===== src/rtl/serial_addsub_nb.sv =====
// Bit-serial two's-complement adder/subtractor: one full-adder slice, LSB first.
// Optional macro SERIAL_ADDSUB_ERR_EN adds a sticky err output for start-while-busy.
module serial_addsub_nb #(
   parameter int WIDTH = 16
) (
   input  logic             clk,
   input  logic             rst,
   input  logic             start,
   input  logic             sub,
   input  logic [WIDTH-1:0] a,
   input  logic [WIDTH-1:0] b,
   output logic             busy,
   output logic             done,
   output logic [WIDTH-1:0] result,
   output logic             c_out,
   output logic             ovf
`ifdef SERIAL_ADDSUB_ERR_EN
   ,
   output logic             err
`endif
);

   localparam int CW = $clog2(WIDTH);

   typedef enum logic [1:0] {
      S_IDLE = 2'd0,
      S_RUN  = 2'd1,
      S_DONE = 2'd2
   } state_t;

   state_t           r_state;
   state_t           w_state_next;
   logic [WIDTH-1:0] r_a;
   logic [WIDTH-1:0] r_b;
   logic [WIDTH-1:0] r_result;
   logic             r_carry;
   logic [CW-1:0]    r_cnt;
   logic             r_c_out;
   logic             r_ovf;
   logic             w_load;
   logic             w_step;
   logic             w_last;
   logic             w_sum;
   logic             w_cout;

   assign w_sum  = r_a[0] ^ r_b[0] ^ r_carry;
   assign w_cout = (r_a[0] & r_b[0]) | (r_carry & (r_a[0] ^ r_b[0]));
   assign w_last = (r_cnt == CW'(WIDTH - 1));

   always_ff @(posedge clk or posedge rst) begin
      if (rst) begin
         r_state <= S_IDLE;
      end else begin
         r_state <= w_state_next;
      end
   end

   always_comb begin
      w_state_next = r_state;
      w_load       = 1'b0;
      w_step       = 1'b0;
      busy         = 1'b0;
      done         = 1'b0;
      case (r_state)
         S_IDLE: begin
            if (start) begin
               w_state_next = S_RUN;
               w_load       = 1'b1;
            end
         end
         S_RUN: begin
            busy   = 1'b1;
            w_step = 1'b1;
            if (w_last) begin
               w_state_next = S_DONE;
            end
         end
         S_DONE: begin
            done = 1'b1;
            if (start) begin
               w_state_next = S_RUN;
               w_load       = 1'b1;
            end else begin
               w_state_next = S_IDLE;
            end
         end
         default: w_state_next = S_IDLE;
      endcase
   end

   // Subtraction is a + ~b + 1: the +1 enters through the preset carry flop.
   always_ff @(posedge clk or posedge rst) begin
      if (rst) begin
         r_a      <= '0;
         r_b      <= '0;
         r_result <= '0;
         r_carry  <= 1'b0;
         r_cnt    <= '0;
         r_c_out  <= 1'b0;
         r_ovf    <= 1'b0;
      end else if (w_load) begin
         r_a     <= a;
         r_b     <= sub ? ~b : b;
         r_carry <= sub;
         r_cnt   <= '0;
         r_c_out <= 1'b0;
         r_ovf   <= 1'b0;
      end else if (w_step) begin
         r_a      <= r_a >> 1;
         r_b      <= r_b >> 1;
         r_carry  <= w_cout;
         r_cnt    <= r_cnt + 1'b1;
         r_result <= {w_sum, r_result[WIDTH-1:1]};
         if (w_last) begin
            // r_carry is the carry into the MSB on this last step
            r_c_out <= w_cout;
            r_ovf   <= r_carry ^ w_cout;
         end
      end
   end

   assign result = r_result;
   assign c_out  = r_c_out;
   assign ovf    = r_ovf;

`ifdef SERIAL_ADDSUB_ERR_EN
   logic r_err;

   always_ff @(posedge clk or posedge rst) begin
      if (rst) begin
         r_err <= 1'b0;
      end else if ((r_state == S_RUN) && start) begin
         r_err <= 1'b1;
      end
   end

   assign err = r_err;
`endif

endmodule


===== config.mk =====
export PLATFORM = sky130hd
export DESIGN_NAME = serial_addsub_nb
export DESIGN_NICKNAME = d
export VERILOG_FILES = /design/src/rtl/serial_addsub_nb.sv
export SDC_FILE = /design/constraint.sdc
export NUM_CORES = 1
export LEC_CHECK = 0
export BUFFER_PORTS_ARGS = -buffer_cell sky130_fd_sc_hd__buf_2
export CORE_MARGIN = 5
export CORE_UTILIZATION = 36
export CTS_CLUSTER_SIZE = 20
export DETAILED_ROUTE_END_ITERATION = 16
export REMOVE_ABC_BUFFERS = 1
export SETUP_SLACK_MARGIN = 0.02
export SLEW_MARGIN = 20
export SYNTH_ARGS = -nofsm -noshare
export SYNTH_HDL_FRONTEND = slang
export SYNTH_SLANG_ARGS = --single-unit
export TNS_END_PERCENT = 100

===== constraint.sdc =====
create_clock -name clk -period 1.3 [get_ports clk]
set_input_delay 0 -clock clk [delete_from_list [all_inputs] [get_ports clk]]
set_output_delay 0 -clock clk [all_outputs]
set_load 0.005 [all_outputs]

# Word level (Yosys, flattened, before mapping)
# Cells that the tools add are included.
# op_classes
bitwise	8
mux	23
addsub	1
eq_ne	5
reduce_logical	7
# op_table
operator	count
16-bit 2-to-1 mux	5
16-bit NOT	1
1-bit 2-to-1 mux	13
4-bit 2-to-1 mux	2
2-bit case mux with 3 select lines	1
2-bit AND reduction	3
4-bit by 1-bit adder with 4-bit output, second input constant	1
4-bit equality test, second input constant	1
2-bit 2-to-1 mux	2
2-bit inequality test, second input constant	2
2-bit nonzero test	2
1-bit XOR	3
1-bit AND	2
2-bit by 1-bit equality test with 1-bit output, second input constant	1
2-bit equality test, second input constant	1
2-bit zero test	1
2-bit OR reduction	1
1-bit NOT	1
1-bit OR	1
# word_totals
elab_cells	52
reg_bits	57

# Logic depth before layout (Yosys ltp)
# depth
depth_word	7
mapped_depth	6
ltp_nobuf	4

# Worst setup path after synthesis
# No wires, ideal clock.
# synth_path
path_kind	flip-flop to flip-flop
from	register r_state[0]
to	register r_b[14]
stages_incl_launch_ff	6
t_required_ns	1.174
arrival_time_ns	1.079
n_path_buf	2
setup_ns	0.126
slack_ns	0.095
cell_sequence	dfrtp_1 nand2b_1 buf_4 inv_4 buf_6 a221o_1
# synth_between
elab_chain_cells	4
elab_cells_between_ends	8
cone_classes	2 x eq/ne; 3 x mux; 3 x reduce/logical
# synth_rtl
element	line_no	text
start, declared	31	state_t r_state;
start signal, assigned	54	r_state <= w_state_next;
2-bit equality test / 2-bit zero test (equally long branches)	64	case (r_state)
2-bit OR reduction (no source line)	-	
1-bit 2-to-1 mux	-	
16-bit 2-to-1 mux / 2-bit nonzero test (equally long branches)	-	
end signal, assigned	103	r_b <= sub ? ~b : b;
end signal, assigned	110	r_b <= r_b >> 1;
end, declared	34	logic [WIDTH-1:0] r_b;
# Parallel ways exist; a longest one is shown, timed or not.
# A chain may end at the register's enable or synchronous reset.

# Worst setup path in the final report
# layout_path
from	register r_state[1]
to	register r_b[13]
# The elaborated chain is that of the path after synthesis.

==> metrics <==
status finished, final reports clean; Fill cells 688; final hold violation count 0; DRC Markers 0; Post-synth EDFFs 0; LEAKAGE 0.00183 uW; # diodes 0; final worst slack 0.0624 ns; vias 2,226; Non-Filler Instances 480; detail-routed via count per cell 4.64; initial antenna violation count 0; RR Endpoint r_b[13]$_DFFE_PP0P_; Die H 95.2 um; clock share of power 18.9%; remaining global-route overflow 0; Synth Register Bits 57; Pwr per Cell Area 2120 mW/mm^2; H-tree levels 3; most frequent cell after synthesis nand2_1; Worst-Skew Late Latency 0.33 ns; clk buf depth 2; Int Pwr 4980 uW; Detail Route Antenna Nets 0; Worst Path Max Fanout 7; count of final setup violators 0; R2R setup slack 0.06 ns; Clock Root Buffer clkbuf_8; Cells after Synth 285; Syn Area/Cell 9.16 sq um; R2R Path Start r_state[1]$_DFFE_PP0P_; main flop type after synthesis dfrtp_1; slew at the pin closest to its max-slew limit 0.456 ns; async set or reset register ratio after synthesis 100%; multi-input logic area 0.00109 sq mm; drt wl/cell 12.9 um; largest net degree at the start of global routing 33; Tmin final 1.24 ns; unrepaired setup endpoints after global routing true; CTS tree built; share of the synthesized area in the top cell type 54.6%; clk sinks 57; Max IR drop VDD 0.918 mV; worst path arrival time 1.44 ns; total CTS buffers 9; FMAX 808 MHz; clock skew 0.00575 ns; FF+latch area 0.00143 sq mm; P_sw 2770 uW; Hold/Removal Path Class in2reg; Row Count 31; CTS clk-pin slew, worst paths 0.06 ns; Hold Crit Start b[3]; Area contributors post-synth dfrtp_1 (55%), nand2_1 (14%), xor2_1 (5.0%); Worst Hold Path Cells 4; Routed WL 6200 um; vias in the first global route 2,210; pre-CTS WS 0.0216 ns; Core Footprint 0.00718 sq mm; first-pass GRT wire length 10,300 um; Slew Limit Headroom 69.6%; IO Count 56; aggregate global-route resource usage 14.7%; First-pass DRT Iterations 4; Post-Syn Area 0.00261 sq mm; Worst Hold End r_b[3]$_DFFE_PP0P_; Unique masters post-synth 28; Worst Path Required 1.50 ns; PortBufs 55; CP Class reg2reg; Worst Setup End Kind flip-flop; Placer Congestion 0.714; sw frac 35.7%; top cells by count, synth nand2_1 (99), dfrtp_1 (57), nor2_1 (24), a31oi_1 (20), xor2_1 (15); startpoint types flip-flop; DRT iter0 DRCs 103; post-synthesis sequential area ratio 54.6%; total die area 0.00906 sq mm; crit share post-route 95.2%; # nets final 417; Ys Warns 0; Reg power frac 39.7%; r2r worst-path depth 6; max-cap violations 0; area leader, netlist dfrtp_1; combinational share of power 41.4%; layout cell share with drive strength beyond 1 26.0%; DP HPWL 4080 um; Layout area overhead 40.3%; Final Slew Violations 0; total placed cells including tap cells 432; Chip Width 95.2 um; Starting Density 36.4%
## kinds of logic (layout without fill, tap and decap cells)
family                     after synthesis  after routing  synth area share (%)
and+or+nand+nor                        140            140                  21.2
DFF                                     57             57                  54.6
AOI/OAI and AO/OA                       40             40                  10.4
buffers and inverters                   26            122                  5.56
xor gates and xnor gates                17             17                  5.70
muxes                                    3              3                  1.20
adders and majority gates                2              2                  1.25
## area by class of cell
cell class | instances | area share (%)
Sequential cell | 57 | 39.0
Timing Repair Buffer | 103 | 22.4
Inverter | 6 | 0.751
Clock buffer | 13 | 4.61
Multi-Input combinational cell | 202 | 29.8
Tap cell | 99 | 3.38
## flip-flops by register name (all words and copies together) (netlist names)
register	count
c_out	1
ovf	1
r_a	16
r_b	16
r_carry	1
r_cnt	4
r_state	2
result	16
## power groups by stage
stage	Sequential (uW)	Combinational (uW)	Clock [uW]
2_1_floorplan	3000	1690	0
3_3_place_gp	3050	2640	0
3_5_place_dp	3070	2740	0
4_1_cts	3050	2950	1520
5_1_grt	3180	3650	1600
6_report	3080	3210	1470
## worst max-delay path by stage
stage                                 startpoint                  end  slack [ns]  cells past startpoint
after detailed placement  r_state[0]$_DFFE_PP0P_   r_b[3]$_DFFE_PP0P_        0.02                      4
after global routing        r_cnt[1]$_DFFE_PP0P_      ovf$_DFFE_PP0P_      0.0002                      4
after floorplan           r_state[1]$_DFFE_PP0P_  r_b[14]$_DFFE_PP0P_       -1.00                      4
after global placement    r_state[0]$_DFFE_PP0P_   r_b[3]$_DFFE_PP0P_        0.06                      4
after CTS                 r_state[1]$_DFFE_PP0P_                 busy        0.02                      4
final                     r_state[1]$_DFFE_PP0P_  r_b[13]$_DFFE_PP0P_        0.06                      6
## metal layers
layer	global-route usage (%)	vias to the layer above	routed length, um
met2	23.3	67	2870
li1	-	1120	-
met1	18.7	1028	2780
met4	5.29	0	101
met3	4.89	11	441
met5	0	-	0
## critical path: stages, from the launching register on
cell	delay (ns)
dfrtp_1	0.37
nand2b_4	0.19
buf_12	0.15
buf_4	0.13
buf_4	0.13
nand2_1	0.06
a31oi_1	0.08
## through the flow
step	hold slack [ns]	cell area [sq um]	util, %	power [uW]	TNS [ns]
2_1_floorplan	0.140	2490	-	4680	-51.32
3_3_place_gp	0.0183	3040	42.4	5690	0
3_5_place_dp	0.0181	3040	42.4	5800	0
4_1_cts	0.00182	3550	49.5	7520	0
5_1_grt	0.0175	3660	51.1	8440	0
6_report	0.00711	3660	51.1	7750	0
## repair_timing
| item | in CTS | in global routing |
|---|---|---|
| resized for setup | 5 | 15 |
| endpoints found under the hold margin | 81 | 0 |
| cloned | 0 | 1 |
| buffers inserted | 2 | 4 |
| pin swaps | 0 | 3 |
| hold buffers | 29 | 0 |
| setup endpoints to repair | 6 | 32 |
## placed cells by master (no fill, tap or decap), types with 2 or more instances in the layout
cell type      synthesis  final
a221o_1                2      2
a22o_1                 2      2
a22oi_1                9      6
a22oi_2                0      3
a31oi_1               20     20
buf_12                 0      6
buf_2                 12     54
buf_4                  4      8
buf_6                  2      5
clkbuf_8               0     12
dfrtp_1               57     56
dlygate4sd3_1          0     29
inv_1                  5      4
mux2i_1                2      2
nand2_1               99     99
nand2b_4               0      2
nand3_1               11     10
nor2_1                24     24
nor2b_1                2      2
o211ai_1               2      2
o21ai_0                2      2
o21ai_1                2      2
xnor2_1                2      2
xor2_1                15     15
(Power assumes the default switching activity.)
